$ cat config.mk
export PLATFORM = sky130hd
export DESIGN_NAME = pipe_ctrl
export DESIGN_NICKNAME = d
export VERILOG_FILES = /design/src/rtl/pipe_ctrl_pkg.sv /design/src/rtl/pipe_ctrl_stall_monitor.sv /design/src/rtl/pipe_ctrl.sv
export SDC_FILE = /design/constraint.sdc
export NUM_CORES = 1
export LEC_CHECK = 0
export ABC_CLOCK_PERIOD_IN_PS = 1800
export BUFFER_PORTS_ARGS = -buffer_cell sky130_fd_sc_hd__buf_2
export CELL_PAD_IN_SITES_DETAIL_PLACEMENT = 0
export CELL_PAD_IN_SITES_GLOBAL_PLACEMENT = 2
export CORE_AREA = 4 4 147 114
export DETAILED_ROUTE_END_ITERATION = 10
export DIE_AREA = 0 0 151 118
export PLACE_DENSITY = 0.83
export SLEW_MARGIN = 25
export SYNTH_ARGS = -nofsm -noshare
export SYNTH_HDL_FRONTEND = slang
export SYNTH_SLANG_ARGS = --single-unit
$ cat constraint.sdc
create_clock -name clk -period 1.8 [get_ports clk]
set_input_delay 0.18 -clock clk [delete_from_list [all_inputs] [get_ports clk]]
set_output_delay 0.18 -clock clk [all_outputs]
set_load 0.02 [all_outputs]
$ cat src/rtl/pipe_ctrl_pkg.sv
`default_nettype none
// ============================================================================
// pipe_ctrl_pkg : shared exception codes, stall encodings and FSM states
// Rev 1.0 - initial release
// ============================================================================
package pipe_ctrl_pkg;

  localparam logic [31:0] c_exc_none = 32'h0000_0000;
  localparam logic [31:0] c_exc_eret = 32'h0000_000e;

  // One bit per held stage: [0]=pc [1]=if [2]=id [3]=ex [4]=mem [5]=wb
  localparam logic [5:0] c_stall_none = 6'b000000;
  localparam logic [5:0] c_stall_id   = 6'b000111;
  localparam logic [5:0] c_stall_ex   = 6'b001111;
  localparam logic [5:0] c_stall_mem  = 6'b011111;

  localparam logic [1:0] c_st_run   = 2'd0;
  localparam logic [1:0] c_st_stall = 2'd1;
  localparam logic [1:0] c_st_flush = 2'd2;

  typedef struct packed {
    logic id;
    logic ex;
    logic mem;
  } stallreq_t;

  // The deepest requesting stage wins since it must also hold everything upstream.
  function automatic logic [5:0] stall_encode(input stallreq_t req);
    if (req.mem)     return c_stall_mem;
    else if (req.ex) return c_stall_ex;
    else if (req.id) return c_stall_id;
    else             return c_stall_none;
  endfunction

endpackage
`default_nettype wire

$ cat src/rtl/pipe_ctrl_stall_monitor.sv
`default_nettype none
// ============================================================================
// pipe_ctrl_stall_monitor : saturating stall counter plus sticky watchdog
// Rev 1.0 - initial release
// ============================================================================
module pipe_ctrl_stall_monitor #(
  parameter int unsigned STALL_LIMIT = 1024
) (
  input  logic        clk,
  input  logic        rst,
  input  logic        stall_active_i,
  input  logic        clr_i,
  output logic [31:0] stall_cnt_o,
  output logic        stall_timeout_o
);

  localparam int unsigned RW = $clog2(STALL_LIMIT + 1);
  localparam logic [RW-1:0] c_limit = RW'(STALL_LIMIT);

  logic [31:0]   cnt_q, cnt_d;
  logic [RW-1:0] run_q, run_d;
  logic          to_q, to_d;

  always_comb begin
    cnt_d = cnt_q;
    if (stall_active_i && (cnt_q != 32'hFFFF_FFFF)) cnt_d = cnt_q + 32'd1;

    run_d = run_q;
    if (clr_i || !stall_active_i) run_d = '0;
    else if (run_q != c_limit)    run_d = run_q + RW'(1);

    to_d = to_q | (run_d == c_limit);
  end

  always_ff @(posedge clk or negedge rst) begin
    if (!rst) begin
      cnt_q <= '0;
      run_q <= '0;
      to_q  <= 1'b0;
    end else begin
      cnt_q <= cnt_d;
      run_q <= run_d;
      to_q  <= to_d;
    end
  end

  assign stall_cnt_o     = cnt_q;
  assign stall_timeout_o = to_q;

endmodule
`default_nettype wire

$ cat src/rtl/pipe_ctrl.sv
`default_nettype none
// ============================================================================
// pipe_ctrl : stall merging and exception flush sequencing for the 5-stage core
// Rev 1.0 - initial release
// ============================================================================
module pipe_ctrl
  import pipe_ctrl_pkg::*;
#(
  parameter logic [31:0] EXC_VECTOR   = 32'h0000_0020,
  parameter int unsigned FLUSH_CYCLES = 2,
  parameter int unsigned STALL_LIMIT  = 1024
) (
  input  logic        clk,
  input  logic        rst,
  input  logic        stallreq_id_i,
  input  logic        stallreq_ex_i,
  input  logic        stallreq_mem_i,
  input  logic [31:0] excepttype_i,
  input  logic [31:0] cp0_epc_i,
  output logic [5:0]  stall,
  output logic        flush,
  output logic [31:0] new_pc,
  output logic [31:0] stall_cnt,
  output logic        stall_timeout
);

  localparam int unsigned FCW = (FLUSH_CYCLES > 1) ? $clog2(FLUSH_CYCLES) : 1;
  localparam logic [FCW-1:0] c_flush_load = FCW'(FLUSH_CYCLES - 1);

  logic [1:0]     state_q, state_d;
  logic [FCW-1:0] fcnt_q, fcnt_d;
  logic [31:0]    new_pc_q, new_pc_d;

  stallreq_t   w_req;
  logic        w_in_flush;
  logic        w_exc_take;
  logic [31:0] w_target;

  assign w_req      = '{id: stallreq_id_i, ex: stallreq_ex_i, mem: stallreq_mem_i};
  assign w_in_flush = (state_q == c_st_flush);
  assign w_exc_take = !w_in_flush && (excepttype_i != c_exc_none);
  assign w_target   = (excepttype_i == c_exc_eret) ? cp0_epc_i : EXC_VECTOR;

  always_comb begin
    state_d  = state_q;
    fcnt_d   = fcnt_q;
    new_pc_d = new_pc_q;
    if (w_in_flush) begin
      if (fcnt_q <= FCW'(1)) begin
        state_d  = c_st_run;
        fcnt_d   = '0;
        new_pc_d = '0;
      end else begin
        fcnt_d = fcnt_q - FCW'(1);
      end
    end else if (w_exc_take) begin
      // The detection cycle already counts as the first flush cycle.
      new_pc_d = w_target;
      if (FLUSH_CYCLES > 1) begin
        state_d = c_st_flush;
        fcnt_d  = c_flush_load;
      end else begin
        state_d = c_st_run;
      end
    end else if (|w_req) begin
      state_d = c_st_stall;
    end else begin
      state_d = c_st_run;
    end
  end

  always_ff @(posedge clk or negedge rst) begin
    if (!rst) begin
      state_q  <= c_st_run;
      fcnt_q   <= '0;
      new_pc_q <= '0;
    end else begin
      state_q  <= state_d;
      fcnt_q   <= fcnt_d;
      new_pc_q <= new_pc_d;
    end
  end

  assign flush  = w_exc_take | w_in_flush;
  assign stall  = flush ? c_stall_none : stall_encode(w_req);
  assign new_pc = w_in_flush ? new_pc_q : (w_exc_take ? w_target : 32'h0);

  pipe_ctrl_stall_monitor #(
    .STALL_LIMIT (STALL_LIMIT)
  ) u_stall_monitor (
    .clk             (clk),
    .rst             (rst),
    .stall_active_i  (|stall),
    .clr_i           (flush),
    .stall_cnt_o     (stall_cnt),
    .stall_timeout_o (stall_timeout)
  );

endmodule
`default_nettype wire

==> qor_table.md, run 1 <==
| Parameter | This run |
| --- | --- |
| Proportion of netlist area held by the largest area contributor | 46.1% |
| Most common library cell in the layout ignoring fill and taps | buf_2 |
| Count of distinct cell types in the synthesized netlist | 48 |
| Fraction of layout instances using a drive strength above 1 | 53.2% |
| Placer's final routability congestion estimate | 0.798 |
| Top cells by area in the synthesized netlist | dfrtp_1 (46%), a22o_1 (13%), xnor2_1 (6.0%) |
| Count of standard-cell rows | 39 |
| Maximum level of the CTS H-tree | 3 |
| Slew Viols, Final | 0 |
| Total routed wirelength | 12.9 mm |
| Flip-flop cell with the highest count after synthesis | dfrtp_1 |
| Routed length per instance | 16.1 um |
| RSZ-0062 raised after global routing | true |
| F_max | 509 MHz |
| Clock buffers created by TritonCTS | 9 |
| Clk sink count | 78 |
| Number of global-route vias before repair | 3959 |
| #FFs+latches synth | 78 |
| Period Utilization, post-route | 109% |
| P_leak | 3.25 nW |
| Post-synthesis average cell area | 11.2 um^2 |
| MaxCap Viol Count | 0 |
| DRT Pass-1 Iters | 4 |
| End-of-flow core utilization | 45.1% |
| IO buf count | 139 |
| Initial core utilization | 28.0% |
| Kind of start point of the critical path | primary input |
| Latest clock arrival within the worst-skew pair | 0.33 ns |
| Most area-hungry cell type in the Yosys netlist | dfrtp_1 |
| GRT Overall Usage | 14.0% |
| Endpoint class of the critical path | output pin |
| Worst EP arrival | 1.78 ns |
| Power density over the cells | 589 nW/um^2 |
| Relative area change from synthesis to final layout | 61.4% |
| Final Net Count | 668 |
| Drt drc | 0 |
| Result of the run | finished, violations left |
| Total placed cells including tap cells | 760 |
| Highest-count cells in the layout ignoring fill and taps | buf_2 (93), buf_4 (74), dfrtp_1 (65) |
| Horizontal die dimension | 151 um |
| Count of fill cells added during filler insertion | 1430 |
| Cell area after technology mapping | 4230 um^2 |
| Number of buffers on the longest clock path | 2 |
| Final Instance Count excl. Fillers | 806 |
| Number of antenna diodes | 0 |
| Async set-reset flop share out of synthesis | 100% |
| Buffer cell driving the clock tree root | clkbuf_16 |
| Sequential fraction of the synthesis area | 46.1% |
| Class of the tightest hold or removal check | in2reg |
| Worst vdd ir | 0.397 mV |
| Full die area | 17800 um^2 |
| Hold violation count in the final report | 0 |
| Max FO, Critical Path | 6 |
| Count of vias placed by the detailed router | 3801 |
| Clk pwr share | 51.5% |
| Comb pwr share | 4.9% |
| Worst setup path category | in2out |
| Number of enable flip-flop cells after synthesis | 0 |
| Post-layout min period | 1.96 ns |
| Endpoint required time on the critical path | 1.62 ns |
| Number of failing setup endpoints in the final timing report | 35 |
| Share of total power in sequential cells | 43.6% |
| Core area | 15100 um^2 |
| Clock Skews | 0.00924 ns |
| Syn nets | 451 |
| Cell count after synthesis | 379 |
| Ratio of routed vias to standard cells | 4.72 |
| Number of antenna violations at the first check in global routing | 2 |
| TritonCTS clock tree | yes |
| Warnings from Yosys | 0 |
| Iter 0 DRT Violations | 166 |
| Sum of net half-perimeters after detailed placement | 8.94 mm |
| Maximum number of pins on one net before global-route repair | 29 |
| Antenna violation net count after detailed routing | 0 |
| Violations in the final reports | negative setup slack |
| Switching Share | 20.5% |
| Clock-pin slew on the worst setup and hold paths | 0.06 ns |
| Internal portion of total power | 3.20 mW |
| Overall overflow remaining after global route | 0 |
| IO Pins | 141 |
| Chip height | 118 um |
| First-pass GRT wire length | 20.1 mm |
| Switching power summed over all nets | 0.825 mW |
| Worst setup margin | -0.163 ns |
routing by layer:
| layer | part of all wire, % | track usage [%] | vias up |
|---|---|---|---|
| li1 | - | - | 1852 |
| met1 | 45 | 18.5 | 1831 |
| met2 | 48 | 21.8 | 97 |
| met3 | 5.8 | 4.85 | 17 |
| met4 | 1.1 | 3.62 | 4 |
| met5 | 0.26 | 0 | - |
metrics by stage:
stage	hold slack (ns)	area [um^2]	setup slack (ns)	TNS, ns	total power, mW
2_1_floorplan	-0.116	4290	-0.0312	-0.936	1.81
3_3_place_gp	0.134	5600	-0.144	-4.25	1.96
3_5_place_dp	0.139	5600	-0.170	-6.05	1.97
4_1_cts	0.0681	6420	-0.147	-3.59	4.07
5_1_grt	0.0699	6830	-0.244	-7.71	4.18
6_report	0.0843	6830	-0.163	-4.18	4.02
power by group through the flow:
stage | clock network (mW) | registers, mW | logic (mW)
6_report | 2.07 | 1.75 | 0.198
3_3_place_gp | 0 | 1.79 | 0.176
5_1_grt | 2.21 | 1.75 | 0.219
2_1_floorplan | 0 | 1.79 | 0.0248
4_1_cts | 2.13 | 1.75 | 0.193
3_5_place_dp | 0 | 1.79 | 0.180
critical path, cell delays in order:
cell     delay (ns)
buf_6          0.10
nor4_4         0.35
nand4_4        0.16
nor4_4         0.36
buf_6          0.20
buf_12         0.13
a22o_1         0.16
buf_6          0.13
kinds of logic (layout without fill, tap and decap cells):
logic type	Yosys count	count (layout)	share of synthesized area, %
AOI/OAI and AO/OA	73	73	14.7
DFF	78	78	46.1
muxes	3	3	0.887
xor gates and xnor gates	43	43	8.90
adders and majority gates	3	3	0.887
buffers and inverters	33	254	4.76
other	1	1	0.0886
and+or+nand+nor	145	146	23.7
registers in the layout, indices dropped and copies added (netlist names):
| register | flops |
|---|---|
| new_pc_q | 32 |
| u_stall_monitor.stall_cnt_o | 32 |
| u_stall_monitor.run_q | 11 |
| state_q | 2 |
| u_stall_monitor.stall_timeout_o | 1 |
synth_stat cells, types with 3 or more instances:
cell type and instances:
a21oi_1 3, a22o_1 62, and2_1 6, and3_1 11, and4_1 4, buf_2 7
buf_4 4, buf_6 7, clkbuf_1 8, dfrtp_1 78, ha_1 3, inv_1 6
nand2_1 12, nand3_1 34, nand4_1 11, nor2_1 23, nor3_1 10, nor3b_1 6
nor4_4 8, xnor2_1 29, xor2_1 14
worst paths after layout:
check | from | slack, ns | endpoint | depth (start not counted)
worst max-delay path | excepttype_i[17] | -0.16 | new_pc[30] | 8
worst min-delay path | cp0_epc_i[2] | 0.08 | new_pc_q[2] | 2
worst max register to register | u_stall_monitor.stall_cnt_o[9] | 0.03 | u_stall_monitor.stall_cnt_o[19] | 7
worst min register to register | u_stall_monitor.stall_timeout_o | 0.49 | u_stall_monitor.stall_timeout_o | 1
max in group asynchronous | rst | 0.78 | new_pc_q[8] | 3
min in group asynchronous | rst | 0.32 | new_pc_q[20] | 2
final cells by class:
cell class,count,area [um^2],area share (%)
clock inverters,6,111,1.63
flip-flops and latches,78,1970,28.8
inverters,7,31.3,0.458
multi-input cells,269,2350,34.4
well taps,205,256,3.76
repair buffers,231,1880,27.6
clock buffers,10,229,3.35
what timing repair did:
action                     in CTS  in global routing
hold buffers                    1                  0
setup buffers                  10                 14
pin swaps                      13                 39
setup endpoints to repair      45                 67
gates resized for setup        88                 55
hold endpoints to repair       26                  0
gates cloned                    4                  4
(Power assumes the default switching activity.)
==> run 2: changes to the inputs <==
--- a/config.mk
+++ b/config.mk
@@ -13,6 +13,7 @@
 export DETAILED_ROUTE_END_ITERATION = 10
 export DIE_AREA = 0 0 151 118
 export PLACE_DENSITY = 0.83
+export SKIP_LAST_GASP = 1
 export SLEW_MARGIN = 25
 export SYNTH_ARGS = -nofsm -noshare
 export SYNTH_HDL_FRONTEND = slang
==> run 2 against run 1 <==
Net effect:
- the run still ends with negative setup slack left
- non-clock buffer count shrank 2
- hold slack is essentially flat
- cell count shrank 0.25%
- sequential cell count is the same
- global-route usage is essentially flat
- combinational power is essentially flat
- worst setup slack is essentially flat
- sequential power is essentially flat
- clock power is essentially flat
- largest power group unchanged
==> qor_table.md, run 2 (synthesis results as in run 1) <==
| Parameter | This run | Change |
| --- | --- | --- |
| Number of antenna violations at the first check in global routing | 2 | unchanged |
| Worst setup margin | -0.163 ns | about the same |
| Post-placement cell area | 5600 um^2 | unchanged |
| Maximum number of pins on one net before global-route repair | 29 | unchanged |
| Capture point of the critical path | new_pc[30] | unchanged |
| Chip height | 118 um | unchanged |
| Result of the run | finished, violations left | unchanged |
| Count of standard-cell rows | 39 | unchanged |
| Endpoint class of the critical path | output pin | unchanged |
| Final Instance Count excl. Fillers | 804 | was 806 |
| Routed length per instance | 16.0 um | was 16.1 um |
| Placer's final routability congestion estimate | 0.798 | unchanged |
| Period Utilization, post-route | 109% | about the same |
| Number of global-route vias before repair | 3942 | was 3959 |
| RR Endpoint | u_stall_monitor.stall_cnt_o[19] | unchanged |
| Worst EP arrival | 1.78 ns | about the same |
| Number of buffers on the longest clock path | 2 | unchanged |
| Highest-count cells in the layout ignoring fill and taps | buf_2 (93), buf_4 (79), dfrtp_1 (65) | was buf_2 (93), buf_4 (74), dfrtp_1 (65) |
| Latest clock arrival within the worst-skew pair | 0.33 ns | about the same |
| Most common library cell in the layout ignoring fill and taps | buf_2 | unchanged |
| Drt drc | 0 | unchanged |
| Sum of net half-perimeters after detailed placement | 8.94 mm | unchanged |
| Hold violation count in the final report | 0 | unchanged |
| Number of antenna diodes | 0 | unchanged |
| Count of fill cells added during filler insertion | 1434 | was 1430 |
| RSZ-0062 raised after global routing | true | unchanged |
| Ratio of routed vias to standard cells | 4.73 | was 4.72 |
| Iter 0 DRT Violations | 166 | unchanged |
| Worst vdd ir | 0.396 mV | was 0.397 mV |
| Fraction of layout instances using a drive strength above 1 | 51.9% | was 53.2% |
| Worst Reg2Reg Path Length in Cells | 7 | unchanged |
| Slew Viols, Final | 0 | unchanged |
| Clock-pin slew on the worst setup and hold paths | 0.06 ns | about the same |
| Antenna violation net count after detailed routing | 0 | unchanged |
| Worst setup startpoint | excepttype_i[17] | unchanged |
| Max FO, Critical Path | 6 | unchanged |
| Horizontal die dimension | 151 um | unchanged |
| Initial core utilization | 28.0% | unchanged |
| DRT Pass-1 Iters | 5 | was 4 |
| Final Net Count | 666 | was 668 |
| Flop-to-flop setup slack | 0.04 ns | was 0.03 ns |
| Clock buffers created by TritonCTS | 9 | unchanged |
| TritonCTS clock tree | yes | unchanged |
| Full die area | 17800 um^2 | unchanged |
| Total routed wirelength | 12.9 mm | about the same |
| WHS | 0.0842 ns | was 0.0843 ns |
| Post-layout min period | 1.96 ns | about the same |
| GRT Overall Usage | 14.0% | about the same |
| MaxCap Viol Count | 0 | unchanged |
| Class of the tightest hold or removal check | in2reg | unchanged |
| Violations in the final reports | negative setup slack | unchanged |
| Clk sink count | 78 | unchanged |
| Worst setup path category | in2out | unchanged |
| Relative area change from synthesis to final layout | 59.6% | was 61.4% |
| PnR Total Power | 4.02 mW | about the same |
| Buffer cell driving the clock tree root | clkbuf_16 | unchanged |
| R2r startpoint | u_stall_monitor.stall_cnt_o[9] | unchanged |
| IO Pins | 141 | unchanged |
| Count of vias placed by the detailed router | 3801 | unchanged |
| Total placed cells including tap cells | 760 | unchanged |
| Clock Skews | 0.00863 ns | was 0.00924 ns |
| Kind of start point of the critical path | primary input | unchanged |
| Power density over the cells | 595 nW/um^2 | was 589 nW/um^2 |
| Number of failing setup endpoints in the final timing report | 36 | was 35 |
| F_max | 509 MHz | about the same |
| Total non-filler cell area in the finished layout | 6750 um^2 | was 6830 um^2 |
| First-pass GRT wire length | 20.1 mm | about the same |
| Core area | 15100 um^2 | unchanged |
| IO buf count | 139 | unchanged |
| Overall overflow remaining after global route | 0 | unchanged |
| P_leak | 3.23 nW | was 3.25 nW |
| Maximum level of the CTS H-tree | 3 | unchanged |
| Setup TNS Final | -4.24 ns | was -4.18 ns |
| Endpoint required time on the critical path | 1.62 ns | about the same |
run 2: changes by cell type in the layout (fill, tap and decap cells not counted):
| cell | change |
|---|---|
| nand3_1 | +5 |
| buf_6 | -6 |
| buf_4 | +5 |
| nor2_2 | -1 |
| nand3_2 | -5 |
| and4_4 | -1 |
| and4_1 | +1 |
| nor2_1 | +1 |
| buf_8 | -1 |
run 2: report_power, final:
group / total, mW / internal, mW / leakage (nW) / switching, mW
logic: 0.196 / 0.0897 / 2.01 / 0.106
registers: 1.75 / 1.75 / 1.06 / 0.00000000102
clock network: 2.07 / 1.36 / 0.163 / 0.714
run 2: worst min path at each step:
stage | cells after the start | end | startpoint
after floorplan | 0 | new_pc_q[0] | rst
after global placement | 1 | new_pc_q[20] | rst
after detailed placement | 1 | new_pc_q[20] | rst
after CTS | 2 | new_pc_q[1] | cp0_epc_i[1]
after global routing | 2 | new_pc_q[10] | cp0_epc_i[10]
final | 2 | new_pc_q[1] | cp0_epc_i[1]
run 2: per-layer routing:
metal | routed length, um | track usage, %
met1 | 5680 | 18.4
met2 | 6240 | 21.8
met3 | 801 | 4.85
met4 | 146 | 3.62
met5 | 34 | 0
run 2: layout make-up:
cell class	count	area, um^2	share of cell area, %
Timing Repair Buffer	229	1840	27.2
Inverter	7	31.3	0.463
Tap cell	205	256	3.80
Sequential cell	78	1970	29.1
Multi-Input combinational cell	269	2320	34.3
Clock inverter	6	111	1.65
Clock buffer	10	229	3.39
run 2: timing repair:
action / CTS / global route
hold buffers: 1 / 0
gates cloned: 4 / 4
gates resized for setup: 75 / 52
endpoints found under the setup margin: 45 / 67
hold endpoints to repair: 26 / 0
pin swaps: 13 / 31
buffers inserted: 10 / 13
run 2: critical path: stages:
cell and delay, ns:
buf_6 0.10, nor4_4 0.35, nand4_4 0.16, nor4_4 0.36, buf_6 0.20, buf_12 0.13, a22o_1 0.16, buf_6 0.13
run 2: stage by stage:
step / worst slack (ns) / util [%]
floorplan: -0.0312 / -
global placement: -0.144 / 37.0
detailed placement: -0.170 / 37.0
CTS: -0.147 / 42.2
global route: -0.244 / 44.6
finish: -0.163 / 44.6
==> run 3: changes to the inputs <==
--- a/config.mk
+++ b/config.mk
@@ -13,6 +13,7 @@
 export DETAILED_ROUTE_END_ITERATION = 10
 export DIE_AREA = 0 0 151 118
 export PLACE_DENSITY = 0.83
+export RECOVER_POWER = 25
 export SKIP_LAST_GASP = 1
 export SLEW_MARGIN = 25
 export SYNTH_ARGS = -nofsm -noshare
==> run 3 against run 2 <==
Net effect:
- the run still ends with negative setup slack left
- core utilization fell by 0.12 points
- combinational power is 3% lower
- total power shrank 0.10%
- clock skew hardly changed
- fmax barely moved
- first-iteration DRC count unchanged
- critical path depth is the same
- non-clock buffer count unchanged
- clock power barely moved
- hold slack hardly changed
- count of clock-buffer cells in the layout is the same
- critical path type unchanged
- largest cell class unchanged
- largest power group unchanged
==> qor_table.md, run 3 (synthesis results as in run 1) <==
| Parameter | This run | Change |
| --- | --- | --- |
| Result of the run | finished, violations left | unchanged |
| Violations in the final reports | negative setup slack | unchanged |
| Drt drc | 0 | unchanged |
| Iter 0 DRT Violations | 166 | unchanged |
| Sum of net half-perimeters after detailed placement | 8.94 mm | unchanged |
| Hold violation count in the final report | 0 | unchanged |
| Number of failing setup endpoints in the final timing report | 36 | unchanged |
| Final Net Count | 666 | unchanged |
| Critical Path Slowest Stage Cell | nor4_4 | unchanged |
| CP dominant cell by count | buf_6 | unchanged |
| Total routed wirelength | 12.9 mm | about the same |
| Most common library cell in the layout ignoring fill and taps | buf_2 | unchanged |
| Class of the tightest hold or removal check | in2reg | unchanged |
| Endpoint class of the critical path | output pin | unchanged |
| Worst vdd ir | 0.396 mV | about the same |
| Number of buffers on the longest clock path | 2 | unchanged |
| Clock buffers created by TritonCTS | 9 | unchanged |
| Ratio of routed vias to standard cells | 4.73 | about the same |
| Placer's final routability congestion estimate | 0.798 | unchanged |
| Number of antenna violations at the first check in global routing | 2 | unchanged |
| MaxCap Viol Count | 0 | unchanged |
| Count of vias placed by the detailed router | 3805 | was 3801 |
| Power density over the cells | 596 nW/um^2 | was 595 nW/um^2 |
| Worst hold start | cp0_epc_i[1] | unchanged |
| Highest-count cells in the layout ignoring fill and taps | buf_2 (94), buf_4 (78), dfrtp_1 (65) | was buf_2 (93), buf_4 (79), dfrtp_1 (65) |
| Initial core utilization | 28.0% | unchanged |
| Core area | 15100 um^2 | unchanged |
| Max FO, Critical Path | 6 | unchanged |
| Post-layout min period | 1.96 ns | about the same |
| Number of antenna diodes | 0 | unchanged |
| Slew Viols, Final | 0 | unchanged |
| Chip height | 118 um | unchanged |
| Worst EP arrival | 1.78 ns | about the same |
| Count of fill cells added during filler insertion | 1436 | was 1434 |
| Slew HR | 49.7% |  |
| R2r startpoint | u_stall_monitor.stall_cnt_o[9] | unchanged |
| RSZ-0062 raised after global routing | true | unchanged |
| Buffer cell driving the clock tree root | clkbuf_16 | unchanged |
| List of cells traversed by the critical path | buf_6 > nor4_4 > nand4_4 > nor4_4 > buf_6 > buf_12 > a22o_1 > buf_6 | unchanged |
| TritonCTS clock tree | yes | unchanged |
| Multi-input logic area | 2320 um^2 | unchanged |
| Worst setup margin | -0.163 ns | about the same |
| Count of standard-cell rows | 39 | unchanged |
| Horizontal die dimension | 151 um | unchanged |
| Fraction of layout instances using a drive strength above 1 | 51.9% | unchanged |
| Endpoint required time on the critical path | 1.62 ns | about the same |
| Clk sink count | 78 | unchanged |
| GRT Overall Usage | 14.0% | unchanged |
| P_leak | 3.23 nW | about the same |
| Largest incremental delay on the critical path | 0.36 ns | about the same |
| Worst setup startpoint | excepttype_i[17] | unchanged |
| Maximum number of pins on one net before global-route repair | 29 | unchanged |
| Antenna violation net count after detailed routing | 0 | unchanged |
| Final Instance Count excl. Fillers | 804 | unchanged |
| F_max | 509 MHz | about the same |
| Kind of start point of the critical path | primary input | unchanged |
| Relative area change from synthesis to final layout | 59.2% | was 59.6% |
| Clock Skews | 0.00864 ns | was 0.00863 ns |
| Routed length per instance | 16.1 um | was 16.0 um |
| Latest clock arrival within the worst-skew pair | 0.33 ns | about the same |
| Maximum level of the CTS H-tree | 3 | unchanged |
| Sequential cell area | 1970 um^2 | unchanged |
| First-pass GRT wire length | 20.1 mm | unchanged |
| IO buf count | 139 | unchanged |
| Worst setup path category | in2out | unchanged |
| Clock-pin slew on the worst setup and hold paths | 0.06 ns | about the same |
| Number of global-route vias before repair | 3942 | unchanged |
| Measured slew at the worst slew-check pin | 0.754 ns |  |
| Period Utilization, post-route | 109% | about the same |
| DRT Pass-1 Iters | 5 | unchanged |
| End-of-flow core utilization | 44.5% | was 44.6% |
| IO Pins | 141 | unchanged |
| Overall overflow remaining after global route | 0 | unchanged |
| Full die area | 17800 um^2 | unchanged |
| Total placed cells including tap cells | 760 | unchanged |
run 3: cell count changes in the layout (fill, tap and decap cells not counted), sizes merged:
| cell | change |
|---|---|
| buf | -1 |
| clkbuf | +1 |
run 3: final timing paths:
kind / end / slack (ns) / cells after the start
max reg2reg: u_stall_monitor.stall_cnt_o[19] / 0.04 / 7
min reg2reg: u_stall_monitor.stall_timeout_o / 0.48 / 1
min in group asynchronous: new_pc_q[20] / 0.44 / 2
max: new_pc[30] / -0.16 / 8
min: new_pc_q[1] / 0.08 / 2
max in group asynchronous: u_stall_monitor.stall_cnt_o[19] / 0.25 / 3
run 3: timing repair:
item	4_1_cts	5_1_grt
buffers inserted	10	13
endpoints found under the hold margin	26	0
hold buffers	1	0
cloned	4	4
pin swaps	13	31
gates resized for setup	75	52
setup endpoints to repair	45	67
run 3: routing by layer:
metal  share of wire, %  GRT usage [%]  vias up
met2                 48           21.8      115
met4                1.1           3.62        4
li1                   -              -     1846
met5               0.26              0        -
met3                6.2           4.85       17
met1                 44           18.4     1823
run 3: stage by stage:
step / setup WS [ns] / power (mW) / TNS, ns / hold WS (ns) / cell area (um^2)
2_1_floorplan: -0.0312 / 1.81 / -0.936 / -0.116 / 4290
3_3_place_gp: -0.144 / 1.96 / -4.25 / 0.134 / 5600
3_5_place_dp: -0.170 / 1.97 / -6.05 / 0.139 / 5600
4_1_cts: -0.147 / 4.07 / -3.61 / 0.0681 / 6380
5_1_grt: -0.244 / 4.17 / -8.75 / 0.0699 / 6740
6_report: -0.163 / 4.01 / -4.24 / 0.0842 / 6740
run 3: cell type report:
class                   instances  area share (%)
clock buffers                  10            3.40
multi-input cells             269            34.4
flip-flops and latches         78            29.2
well taps                     205            3.81
clock inverters                 6            1.65
repair buffers                229            27.0
inverters                       7           0.464
run 3: critical path, delay by kind of cell:
kind	cells	cell delay [ns]
simple gates	3	0.87
compound gates	1	0.16
buf+inv	4	0.56
run 3: report_power, final:
part           total, mW  leakage, nW  switching (mW)  internal [mW]
Sequential          1.75         1.06   0.00000000102           1.75
Combinational      0.191         2.00           0.106         0.0854
Clock               2.07        0.163           0.715           1.36
Total               4.01         3.23           0.821           3.19
